## config.mk

```make
export PLATFORM = sky130hd
export DESIGN_NAME = ir_queue
export DESIGN_NICKNAME = d
export VERILOG_FILES = /design/src/rtl/mycpu_pkg.sv /design/src/rtl/ir_ptr.sv /design/src/rtl/ir_queue.sv
export SDC_FILE = /design/constraint.sdc
export NUM_CORES = 1
export LEC_CHECK = 0
export CAP_MARGIN = 10
export CORE_MARGIN = 4
export CORE_UTILIZATION = 35
export DETAILED_ROUTE_END_ITERATION = 12
export PLACE_DENSITY = 0.57
export SLEW_MARGIN = 20
export SYNTH_ARGS = -nofsm -noshare
export SYNTH_HDL_FRONTEND = slang
export SYNTH_SLANG_ARGS = --single-unit
```

## constraint.sdc

```tcl
create_clock -name clk -period 2.3 [get_ports clk]
set_input_delay 0.23 -clock clk [delete_from_list [all_inputs] [get_ports clk]]
set_output_delay 0.23 -clock clk [all_outputs]
set_load 0.01 [all_outputs]
```

## src/rtl/mycpu_pkg.sv

```systemverilog
// mycpu_pkg
// CPU-wide shared types and default sizing for the instruction path.
//   IR_WIDTH_DEF : default instruction word width (bits)
//   IR_DEPTH_DEF : default instruction queue depth (entries)
//   ins_t        : CPU-wide instruction word type
package mycpu_pkg;

   localparam int IR_WIDTH_DEF = 16;
   localparam int IR_DEPTH_DEF = 4;

   typedef logic [15:0] ins_t;

endpackage : mycpu_pkg

```

## src/rtl/ir_ptr.sv

```systemverilog
// ir_ptr
// Wrap-around pointer counter for the instruction queue. DEPTH is a power of
// two, so the pointer wraps DEPTH-1 -> 0 by natural overflow.
// Ports:
//   clk   : system clock, rising edge
//   rst_n : asynchronous active-low reset, pointer -> 0
//   inc   : advance the pointer by one
//   clr   : synchronous clear to 0, wins over inc
//   ptr   : current pointer value
module ir_ptr
   import mycpu_pkg::*;
#(
   parameter int DEPTH = IR_DEPTH_DEF
) (
   input  logic                       clk,
   input  logic                       rst_n,
   input  logic                       inc,
   input  logic                       clr,
   output logic [$clog2(DEPTH)-1:0]   ptr
);

   localparam int PW = $clog2(DEPTH);

   always_ff @(posedge clk or negedge rst_n) begin
      if (!rst_n) begin
         ptr <= '0;
      end else if (clr) begin
         ptr <= '0;
      end else if (inc) begin
         ptr <= ptr + PW'(1);
      end
   end

endmodule : ir_ptr

```

## src/rtl/ir_queue.sv

```systemverilog
// ir_queue
// Instruction register queue between fetch and decode. Buffers up to DEPTH
// fetched words in FIFO order and presents the oldest one to decode. When the
// queue is empty the last consumed word is held on ins_out, so the block still
// behaves like a classic single-entry IR from the decoder's point of view.
// DEPTH must be a power of two and at least 2.
// Ports:
//   clk      : system clock, rising edge
//   rst_n    : asynchronous active-low reset
//   il_in    : load strobe, push ins_in when accepted
//   ins_in   : instruction word from fetch
//   rdy_out  : a push can be accepted this cycle (combinational from adv_in)
//   adv_in   : decode consumes the head word
//   flush_in : discard all queued words; overrides il_in/adv_in
//   vld_out  : ins_out is a queued, unconsumed word
//   ins_out  : head word when vld_out, else last consumed word
//   cnt_out  : number of queued words
module ir_queue
   import mycpu_pkg::*;
#(
   parameter int WIDTH = IR_WIDTH_DEF,
   parameter int DEPTH = IR_DEPTH_DEF
) (
   input  logic                        clk,
   input  logic                        rst_n,
   input  logic                        il_in,
   input  logic [WIDTH-1:0]            ins_in,
   output logic                        rdy_out,
   input  logic                        adv_in,
   input  logic                        flush_in,
   output logic                        vld_out,
   output logic [WIDTH-1:0]            ins_out,
   output logic [$clog2(DEPTH+1)-1:0]  cnt_out
);

   localparam int PW = $clog2(DEPTH);
   localparam int CW = $clog2(DEPTH+1);

   logic [WIDTH-1:0] mem [DEPTH];
   logic [CW-1:0]    count_r;
   logic [WIDTH-1:0] last_r;
   logic [PW-1:0]    rd_ptr;
   logic [PW-1:0]    wr_ptr;

   logic not_full;
   logic not_empty;
   logic pop_ok;
   logic push_ok;
   logic pop;
   logic push;

   assign not_full  = (count_r < CW'(DEPTH));
   assign not_empty = (count_r != '0);

   // A pop in the same cycle frees the slot, so a full queue still accepts
   // a push alongside a pop. This is what gives 1-in/1-out per cycle when full.
   assign pop_ok  = adv_in & not_empty;
   assign push_ok = il_in & (not_full | pop_ok);

   // Flush wins over both; rdy_out is deliberately not gated by flush_in.
   assign pop  = pop_ok  & ~flush_in;
   assign push = push_ok & ~flush_in;

   assign rdy_out = not_full | pop_ok;
   assign vld_out = not_empty;
   assign cnt_out = count_r;
   assign ins_out = not_empty ? mem[rd_ptr] : last_r;

   ir_ptr #(.DEPTH(DEPTH)) u_rd_ptr (
      .clk   (clk),
      .rst_n (rst_n),
      .inc   (pop),
      .clr   (flush_in),
      .ptr   (rd_ptr)
   );

   ir_ptr #(.DEPTH(DEPTH)) u_wr_ptr (
      .clk   (clk),
      .rst_n (rst_n),
      .inc   (push),
      .clr   (flush_in),
      .ptr   (wr_ptr)
   );

   always_ff @(posedge clk or negedge rst_n) begin
      if (!rst_n) begin
         count_r <= '0;
      end else if (flush_in) begin
         count_r <= '0;
      end else begin
         case ({push, pop})
            2'b10:   count_r <= count_r + CW'(1);
            2'b01:   count_r <= count_r - CW'(1);
            default: count_r <= count_r;
         endcase
      end
   end

   // last_r is untouched by flush so the decoder keeps seeing the last
   // consumed word after a taken branch.
   always_ff @(posedge clk or negedge rst_n) begin
      if (!rst_n) begin
         last_r <= '0;
      end else if (pop) begin
         last_r <= mem[rd_ptr];
      end
   end

   // Storage contents are never observed while invalid, so no reset is needed.
   always_ff @(posedge clk) begin
      if (push) begin
         mem[wr_ptr] <= ins_in;
      end
   end

endmodule : ir_queue

```

Yosys cells after proc, flatten, opt, wreduce, memory -nomap -nowiden
Memories as Yosys holds them, arrays and structs flattened. Index checks and enable logic that the tools add are counted.

$add $sub $neg: 4. Shift operators: 0. Eq/ne operators: 2. Reductions and logical operators: 4. Magnitude comparators: 1. Multipliers: 0. Bitwise operators: 6. Divide/modulo/power cells: 0. Multiplexer cells: 9.

Operators with widths (count): $mux W16 (1); $mux W2 (4); $pmux W3 S2 (1); $reduce_bool A3 Y1 (2); $add A2 B1 Y2 const B (2); $and A1 B1 Y1 (4); $reduce_bool A2 Y1 (2); $add A3 B1 Y3 const B (1); $lt A3 B3 Y1 const B (1); $mux W3 (1); $sub A3 B1 Y3 const B (1); $eq A2 B1 Y1 const B (1); $eq A2 B2 Y1 const B (1); $mux W1 (2); $not A1 Y1 (1); $or A1 B1 Y1 (1).

Latch bits: 0. ROM bits: 0. Memory bits (writable): 64. Bits of input ports: 21. Register bits: 23. Memories kept: 1.

Memory list: mem (depth 4, width 16, read ports 1, clocked after memory_dff 0, wr ports 1, RTL line ir_queue.sv:39) `logic [WIDTH-1:0] mem [DEPTH];`.

Logic depth before layout (Yosys ltp)
Gate-level depths: netlist of the first run.

Depth in word-level cells: 8. Gate-level depth with buffers: 8. Mapped depth without buffers: 6.

By module
From an unflattened synthesis of the first run, not the netlist that was laid out.

Cells, all modules: 178. Area total of the unflattened synthesis: 3579.7 um^2.

By module, submodules not included: ir_queue (seq. area each 2397.3 um^2, area each 3402.0 um^2, times used 1, cells each 164); ir_ptr (seq. area each 50.0 um^2, area each 88.8 um^2, times used 2, cells each 7).

Worst setup path before layout of the first run
No wires, ideal clock.

Path type: register to register. From: register count_r[2], in the netlist cnt_out[2]. To: register count_r[1], in the netlist cnt_out[1]. Stages on the path, launching flop included: 9. Arrival: 2.041 ns. Buffers on the path: 2. Setup time: 0.094 ns. Period minus slack after synthesis: 2.136 ns. Slack: 0.164 ns. Path through: dfrtp_1 -> buf_2 -> nor3_4 -> buf_2 -> nor4_1 -> fa_1 -> nor3b_1 -> o21ba_2 -> a211oi_1.

Cells in the longest elaborated chain, start to end: 8. Elaborated cells between the ends (all ways): 12. Those cells by class: order compare (1); eq/ne (2); mux (2); bitwise (5); reduce/logical (2).

RTL lines: from (decl) (RTL line ir_queue.sv:40) `logic [CW-1:0] count_r;`; from (signal assigned) (RTL line ir_queue.sv:92) `2'b10: count_r <= count_r + CW'(1);`; from (signal assigned) (RTL line ir_queue.sv:93) `2'b01: count_r <= count_r - CW'(1);`; from (signal assigned) (RTL line ir_queue.sv:94) `default: count_r <= count_r;`; branches (longest 8 deep; another with $lt A3 B3 Y1).

Several ways; the timed one is not identified. A chain may end at the register's enable or synchronous reset.

Worst setup path after layout of the first run
From: register u_rd_ptr.ptr[0]. To: output ins_out[10].

Cells in the longest elaborated chain, start to end: 2.

RTL lines: from (decl) (RTL line ir_ptr.sv:19) `output logic [$clog2(DEPTH)-1:0] ptr`; from (signal assigned) (RTL line ir_ptr.sv:30) `ptr <= ptr + PW'(1);`; $mem_v2 Z4 W16; $mux W16 (RTL line ir_queue.sv:67) `assign ins_out = not_empty ? mem[rd_ptr] : last_r;`; to (decl) (RTL line ir_queue.sv:32) `output logic [WIDTH-1:0] ins_out,`.

Every way passes these cells.

==> run_results.csv, run 1 <==
group,metric,value,unit
critical_path,setup.worst_path.class,"flip-flop to output port",
critical_path,required,2.07,ns
global_route,grt_overflow_total,0,
timing,clock_skew,0.00654,ns
synth,yosys_warnings,0,
synth,ys_ff_latch,87,
critical_path,start_kind,"flip-flop",
clocking,cts-root-buf,"clkbuf_8",
critical_path,arrival,2.01,ns
timing,hold_ws,0.249,ns
clocking,clock_path_buffers,2,
critical_path,critPathMaxFanout,7,
critical_path,critPathCaptureType,"output port",
synth,synthArstFlopShare,26.4,%
clocking,clock_latency,0.35,ns
floorplanning,die_w,111,microns
layout,antenna_cells,0,
global_route,grt_util_all_layers,12.2,%
floorplanning,rows,37,
synth,syn_inst,200,
timing,setup_violations,0,
timing,relSlewSlack,72.6,%
synth,yosysMostFrequentCell,"edfxtp_1",
synth,ys.flop_type,"edfxtp_1",
power,vdd_drop_max,0.380,mV
synth,ys_seq_area_share,67.2,%
timing,min_period,2.24,ns
global_route,antenna_found_initial,0,
status,status,"complete, no violations",
global_route,grt_pass1_wl,11500,microns
layout,utilization,44.4,%
detailed_routing,drtIter0Drc,63,
timing,fin_crit_sh,97.3,%
clocking,clk_pin_slew,0.09,ns
detailed_routing,vias,1978,
timing,tightest_slew,0.405,ns
timing,clock.fmax,447,MHz
synth,yosys-top-cells-count,"edfxtp_1 (64), mux2_2 (33), dfrtp_1 (23)",
clocking,cts_buffers,9,
synth,yosys.area.top_type,"edfxtp_1",
detailed_routing,first_pass_iters,4,
floorplanning,ios,42,
synth,syn-mean-instance-area,18.6,sq um
clocking,htree_levels,3,
timing,slew_viol_final,0,
placed_design,gp_congestion,0.753,
placed_design,dp_slack,0.140,ns
detailed_routing,postRouteAntennaNets,0,
layout,area_growth,23.4,%
timing,rsz0062_at_grt,"false",
placed_design,port_buffers,41,
clocking,cts_tree,"yes",
critical_path,cp-startpoint,"u_rd_ptr.ptr[0]",
timing,hold_viol_final,0,
critical_path,r2r-start,"cnt_out[2]",
synth,netlist-cell-type-count,35,
layout,layout.nets,291,
detailed_routing,wl_per_cell,17.6,microns
detailed_routing,drc_errors,0,
clocking,cts.sinks,87,
floorplanning,die_y,111,microns
detailed_routing,wl,7170,microns
clocking,cts_hold_buf,0,
power,finalPower,4.03,mW
synth,yosysTopAreaCellShare,51.7,%
floorplanning,coreArea,0.0103,sq mm
critical_path,r2r_cells,7,
synth,synthTopCellsByArea,"edfxtp_1 (52%), dfrtp_1 (15%), mux2_2 (10%)",
detailed_routing,vias_per_cell,4.87,
placed_design,dpl.hpwl,4610,microns
run,maxCapViolCount,0,
global_route,grt_pass1_vias,2131,
synth,synth_edf_count,64,
synth,synth_nets,226,
layout,drive_above_1_share,36.3,%
global_route,grt_start_max_net_pins,24,
synth,synth_area,0.00372,sq mm
floorplanning,initial_core_util,36.0,%
timing,finalWorstSetupSlack,0.0613,ns
power,power_density,879,mW/mm^2
floorplanning,die-area,0.0123,sq mm
power,p_leak,1.65,nW
hold_path,hp-class,"primary input to asynchronous set/reset pin",
[through the flow]
| stage | area [sq um] | TNS [ns] | std cells |
|---|---|---|---|
| detailed placement | 4410 | 0 | 387 |
| global route | 4590 | 0 | 406 |
| finish | 4590 | 0 | 406 |
| global placement | 4410 | 0 | 387 |
| CTS | 4620 | -0.00530 | 406 |
| floorplan | 3720 | 0 | 200 |
[layout by cell type (no fill, tap or decap), types with 2 or more instances in the layout]
cell type,netlist,routed
nor2_1,3,3
a21oi_1,6,6
buf_2,4,2
buf_4,2,20
dlygate4sd2_1,0,5
ha_1,4,4
mux2_2,33,32
buf_12,1,3
dfrtp_1,23,22
nand3_1,3,3
a31oi_1,2,2
edfxtp_1,64,64
nor3_4,2,2
clkinv_1,0,3
and2_1,4,4
clkdlybuf4s50_1,0,25
inv_1,6,6
o21ai_0,4,4
clkbuf_2,0,6
nor3_1,2,2
mux4_1,9,3
clkdlybuf4s15_1,0,3
nor2b_1,2,2
mux4_2,7,13
clkbuf_8,0,9
[final timing paths]
kind                                        end  slack (ns)
worst max-delay path                ins_out[10]        0.06
worst min-delay path                 last_r[15]        0.25
worst max register to register       cnt_out[1]        0.35
worst min register to register        last_r[4]        0.51
max in group asynchronous       u_rd_ptr.ptr[0]        1.77
min in group clk                      last_r[4]        0.51
[sequential cells by signal, indices dropped and copies added, names as in the netlist]
| name | flops |
|---|---|
| u_wr_ptr.ptr | 2 |
| u_rd_ptr.ptr | 2 |
| last_r | 16 |
| mem | 64 |
| cnt_out | 3 |
[critical path: stages (launching register included)]
cell	delay, ns
dfrtp_2	0.39
buf_4	0.14
buf_16	0.12
mux4_2	0.50
mux2_2	0.28
clkdlybuf4s15_1	0.24
[timing repair]
action,CTS,global route
hold endpoints to repair,0,0
endpoints found under the setup margin,16,9
buffers inserted,2,0
resized for setup,36,11
gates cloned,1,0
[cell families (layout without fill, tap and decap cells)]
logic type      Yosys count  count (layout)  synth area share, %
simple gates             21              21                 3.70
buf+inv                  18              88                 3.00
fa+ha+maj                 5               5                 1.88
flops                    87              87                 67.2
compound gates           18              18                 3.13
xor+xnor                  1               1                0.236
mux                      50              50                 20.9
[layout make-up]
| class | count | area [sq um] |
|---|---|---|
| clock buffer | 9 | 124 |
| timing repair buffer | 66 | 613 |
| clock inverter | 7 | 70.1 |
| fill | 904 | 5740 |
| multi-input combinational | 95 | 1090 |
| inverter | 6 | 22.5 |
| tap | 136 | 170 |
| sequential | 87 | 2500 |
[routing by layer]
metal	routed length, microns	GRT usage [%]	share of wire (%)	vias up
met4	76	4.14	1.1	0
met1	3240	15.9	45	1012
met5	0	0	0	-
met3	337	3.71	4.7	7
li1	-	-	-	917
met2	3510	19.6	49	42
[report_power, final]
part | total [mW] | internal, mW | switching [mW]
Clock | 1.04 | 0.504 | 0.538
Combinational | 1.04 | 0.598 | 0.444
Sequential | 1.95 | 1.87 | 0.0784
Total | 4.03 | 2.97 | 1.06
No activity file was read; power rests on OpenSTA's default activity.
==> run 2, diff against run 1 <==
PLACE_DENSITY = 0.62   (was 0.57)
==> run_results.csv, run 2 (synthesized netlist as in run 1, its figures left out) <==
group,metric,value,unit
status,status,"complete, no violations",
power,p_int,3.17,mW
power,p_sw_share,24.5,%
layout,regMostFlops,"mem",
run,maxCapViolCount,0,
clocking,htree_levels,3,
detailed_routing,vias_per_cell,4.85,
timing,hold_viol_final,0,
global_route,antenna_found_initial,0,
detailed_routing,vias,1954,
detailed_routing,wl_per_cell,17.5,microns
layout,drive_above_1_share,36.7,%
power,p_leak,1.65,nW
critical_path,required,2.07,ns
timing,min_period,2.22,ns
power,vdd_drop_max,0.340,mV
power,power_density,902,mW/mm^2
critical_path,critPathMaxFanout,7,
clocking,clk_pin_slew,0.08,ns
floorplanning,coreArea,0.0103,sq mm
floorplanning,die_y,111,microns
hold_path,hp-class,"primary input to asynchronous set/reset pin",
floorplanning,die_w,111,microns
global_route,grt_overflow_total,0,
layout,final_common_cell,"edfxtp_1",
global_route,grt_pass1_vias,2039,
clocking,cts_tree,"yes",
timing,relSlewSlack,74.1,%
clocking,clock_path_buffers,2,
layout,final.fill_count,918,
global_route,grt_start_max_net_pins,24,
placed_design,gp_congestion,0.702,
timing,setup_violations,0,
global_route,grt_pass1_wl,11300,microns
clocking,cts-root-buf,"clkbuf_8",
layout,layout_common_cells,"edfxtp_1 (64), mux2_2 (32), clkdlybuf4s50_1 (25)",
timing,fin_crit_sh,96.6,%
layout,largest_reg_flops,64,
timing,hold_ws,0.268,ns
critical_path,setup.worst_path.class,"flip-flop to output port",
timing,clock_skew,0.00798,ns
floorplanning,initial_core_util,36.0,%
global_route,grt_util_all_layers,12.0,%
power,combinationalPowerShare,25.4,%
detailed_routing,postRouteAntennaNets,0,
clocking,clock_latency,0.34,ns
layout,layout.nets,288,
power,p_sw,1.03,mW
timing,tns,0,ns
timing,clock.fmax,450,MHz
floorplanning,rows,37,
layout,antenna_cells,0,
layout,area_growth,25.3,%
clocking,cts_buffers,9,
detailed_routing,first_pass_iters,4,
power,clock_power_share,28.1,%
detailed_routing,wl,7070,microns
detailed_routing,drtIter0Drc,82,
timing,tightest_slew,0.383,ns
placed_design,dpl.hpwl,4370,microns
placed_design,port_buffers,41,
floorplanning,die-area,0.0123,sq mm
critical_path,start_kind,"flip-flop",
timing,slew_viol_final,0,
critical_path,arrival,1.99,ns
detailed_routing,drc_errors,0,
clocking,cts.sinks,87,
timing,rsz0062_at_grt,"false",
critical_path,critPathCaptureType,"output port",
floorplanning,ios,42,
power,pwr-share-seq,46.4,%
[run 2: timing repair]
item                       CTS  global route
buffers inserted             3             0
gates cloned                 1             0
setup endpoints to repair   16             9
hold buffers                 0             0
gates resized for setup     41            18
[run 2: layout make-up]
type                       instances  area, sq um  area share (%)
clock buffer                      13          159            3.41
clock inverter                     3         65.1            1.40
inverter                           6         22.5           0.483
multi-input combinational         95         1080            23.2
sequential                        87         2500            53.6
tap                              136          170            3.65
timing repair buffer              63          661            14.2
[run 2: per-layer routing]
metal	GRT usage [%]	vias to the layer above	part of all wire, %
li1	-	903	-
met1	15.7	1009	45
met2	19.4	34	50
met3	2.84	8	3.9
met4	4.38	0	1.2
met5	0	-	0
[run 2: power by group through the flow]
| stage | clock, mW | combinational [mW] | sequential, mW |
|---|---|---|---|
| 3_3_place_gp | 0 | 1.13 | 1.98 |
| 5_1_grt | 1.27 | 1.17 | 1.97 |
| 3_5_place_dp | 0 | 1.14 | 1.99 |
| 4_1_cts | 1.21 | 1.06 | 1.95 |
| 2_1_floorplan | 0 | 0.636 | 1.97 |
| 6_report | 1.18 | 1.07 | 1.95 |
[run 2: critical path, cell delays in order (launching register included)]
cell     delay, ns
dfrtp_2       0.41
buf_4         0.14
buf_12        0.12
buf_16        0.13
mux4_2        0.45
mux2_4        0.29
buf_6         0.12
[run 2: per-stage QoR]
| step | total power, mW | area (sq um) | setup WS (ns) | util (%) | instances |
|---|---|---|---|---|---|
| final | 4.20 | 4660 | 0.0778 | 45.1 | 403 |
| after global routing | 4.41 | 4660 | 0.00650 | 45.1 | 403 |
| after CTS | 4.23 | 4670 | -0.0315 | 45.2 | 403 |
| after detailed placement | 3.13 | 4430 | 0.126 | 42.9 | 383 |
| after global placement | 3.11 | 4430 | 0.164 | 42.9 | 383 |
| after floorplan | 2.60 | 3720 | 0.164 | - | 200 |
[run 2: final timing paths]
| path | from | to | slack (ns) | cells past startpoint |
|---|---|---|---|---|
| setup / recovery | u_rd_ptr.ptr[0] | ins_out[13] | 0.08 | 6 |
| hold / removal | rst_n | last_r[0] | 0.27 | 2 |
| setup reg to reg | cnt_out[2] | cnt_out[1] | 0.31 | 7 |
| hold reg to reg | last_r[1] | last_r[1] | 0.51 | 1 |
| max in group asynchronous | rst_n | u_rd_ptr.ptr[0] | 1.74 | 2 |
| min in group clk | last_r[1] | last_r[1] | 0.51 | 1 |
==> run 3, diff against run 2 <==
clock period = 2.1 ns   (was 2.3 ns; I/O delays follow)
==> run_results.csv, run 3 (synthesized netlist as in run 1, its figures left out) <==
group,metric,value,unit
status,status,"finished with violations",
status,violations,"negative setup slack",
layout,area_growth,26.9,%
clocking,cts_buffers,9,
critical_path,arrival,1.89,ns
global_route,grt_pass1_vias,2047,
timing,setup_violations,1,
layout,stdcell_area,0.00472,sq mm
critical_path,start_kind,"flip-flop",
hold_path,hp-class,"primary input to asynchronous set/reset pin",
layout,final_common_cell,"edfxtp_1",
timing,slew_viol_final,0,
critical_path,cp_cell_sequence,"buf_12 > mux4_2 > mux2_4 > buf_6",
placed_design,place_inst,394,
placed_design,gp_congestion,0.766,
floorplanning,initial_core_util,36.0,%
global_route,antenna_found_initial,0,
placed_design,dpl.hpwl,4790,microns
power,vdd_drop_max,0.479,mV
power,p_leak,1.73,nW
detailed_routing,postRouteAntennaNets,0,
detailed_routing,wl_met1,3330,microns
clocking,clock_path_buffers,2,
timing,clock_skew,0.00964,ns
detailed_routing,vias_per_cell,4.91,
critical_path,critPathCaptureType,"output port",
run,maxCapViolCount,0,
detailed_routing,dr_wl_met3,371,microns
floorplanning,rows,37,
critical_path,cp_slowest_cell,"mux4_2",
timing,clock.fmax,475,MHz
global_route,grt_pass1_wl,11500,microns
timing,hold_ws,0.236,ns
detailed_routing,drtIter0Drc,92,
detailed_routing,vias,2019,
clocking,clock_latency,0.35,ns
critical_path,critPathMaxFanout,8,
timing,fin_crit_sh,100,%
power,power_density,989,mW/mm^2
timing,hold_viol_final,0,
placed_design,port_buffers,41,
layout,drive_above_1_share,42.5,%
layout,layout_common_cells,"edfxtp_1 (64), clkdlybuf4s50_1 (25), buf_4 (25)",
layout,regMostFlops,"mem",
detailed_routing,drc_errors,0,
clocking,cts_tree,"yes",
floorplanning,die-area,0.0123,sq mm
timing,tightest_slew,0.392,ns
floorplanning,die_w,111,microns
floorplanning,ios,42,
floorplanning,coreArea,0.0103,sq mm
critical_path,crit_path_max_incr_delay,0.54,ns
clocking,cts.sinks,87,
timing,min_period,2.10,ns
clocking,cts-root-buf,"clkbuf_8",
critical_path,required,1.89,ns
detailed_routing,wl,7100,microns
global_route,grt_overflow_total,0,
layout,finalNonFillerCells,411,
placed_design,placed_cell_area,0.00449,sq mm
layout,layout.nets,296,
layout,largest_reg_flops,64,
floorplanning,die_y,111,microns
timing,finalWorstSetupSlack,-0.00330,ns
timing,rsz0062_at_grt,"true",
detailed_routing,dr_wl_met2,3350,microns
global_route,grt_start_max_net_pins,24,
global_route,grt_util_all_layers,12.1,%
detailed_routing,top_layer,"met4",
clocking,cts_hold_buf,0,
clocking,htree_levels,3,
clocking,clk_pin_slew,0.08,ns
layout,antenna_cells,0,
critical_path,setup.worst_path.class,"flip-flop to output port",
detailed_routing,first_pass_iters,4,
detailed_routing,wl_per_cell,17.3,microns
timing,relSlewSlack,73.5,%
[run 3: cell types whose count changed in the layout (fill, tap and decap cells not counted), moves of 2 or more]
cell,before,now
buf_12,8,5
buf_2,6,1
mux2_2,32,22
mux2_4,1,11
buf_4,13,25
buf_6,1,15
clkbuf_8,11,9
clkdlybuf4s15_1,7,0
clkbuf_1,2,0
clkinv_4,0,2
[run 3: routing by layer]
| metal | up-vias | GRT usage [%] |
|---|---|---|
| met5 | - | 0 |
| met4 | 0 | 3.65 |
| met3 | 4 | 3.77 |
| met2 | 55 | 17.7 |
| met1 | 1035 | 17.3 |
| li1 | 925 | - |
[run 3: worst max-delay path: cells and delay by family, from the launching register on]
family	cells	cell delay [ns]
multiplexers	2	0.83
flip-flops	1	0.43
buffers and inverters	2	0.28
[run 3: per-stage QoR]
step | worst slack (ns) | TNS, ns | power, mW | util, %
2_1_floorplan | 0.00707 | 0 | 2.85 | -
3_3_place_gp | -0.0477 | -0.305 | 3.43 | 43.5
3_5_place_dp | -0.0767 | -0.530 | 3.45 | 43.5
4_1_cts | -0.0215 | -0.0549 | 4.65 | 45.2
5_1_grt | -0.0810 | -0.807 | 4.94 | 45.7
6_report | -0.00330 | -0.00330 | 4.67 | 45.7
[run 3: layout make-up]
| class | instances | area, sq um |
|---|---|---|
| clock buffers | 9 | 124 |
| fillers | 904 | 5610 |
| well taps | 136 | 170 |
| inverters | 6 | 22.5 |
| clock inverters | 7 | 72.6 |
| multi-input cells | 95 | 1120 |
| repair buffers | 71 | 712 |
| flip-flops and latches | 87 | 2500 |
[run 3: what timing repair did]
action,CTS,global route
resized for setup,91,10
gates cloned,0,0
setup endpoints to repair,16,17
hold endpoints to repair,0,0
setup buffers,0,1
[run 3: final timing paths]
check | from | endpoint | slack (ns) | depth (start not counted)
setup / recovery | u_rd_ptr.ptr[0] | ins_out[13] | -0.003 | 4
hold / removal | rst_n | last_r[0] | 0.24 | 2
setup reg to reg | cnt_out[2] | cnt_out[1] | 0.18 | 7
hold reg to reg | last_r[7] | last_r[7] | 0.51 | 1
max in group asynchronous | rst_n | u_rd_ptr.ptr[0] | 1.58 | 2
min in group clk | ins_in[5] | mem[1][5] | 0.50 | 1
[run 3: where the power goes]
part / switching (mW) / internal (mW)
logic: 0.521 / 0.868
clock network: 0.586 / 0.552
registers: 0.0920 / 2.05
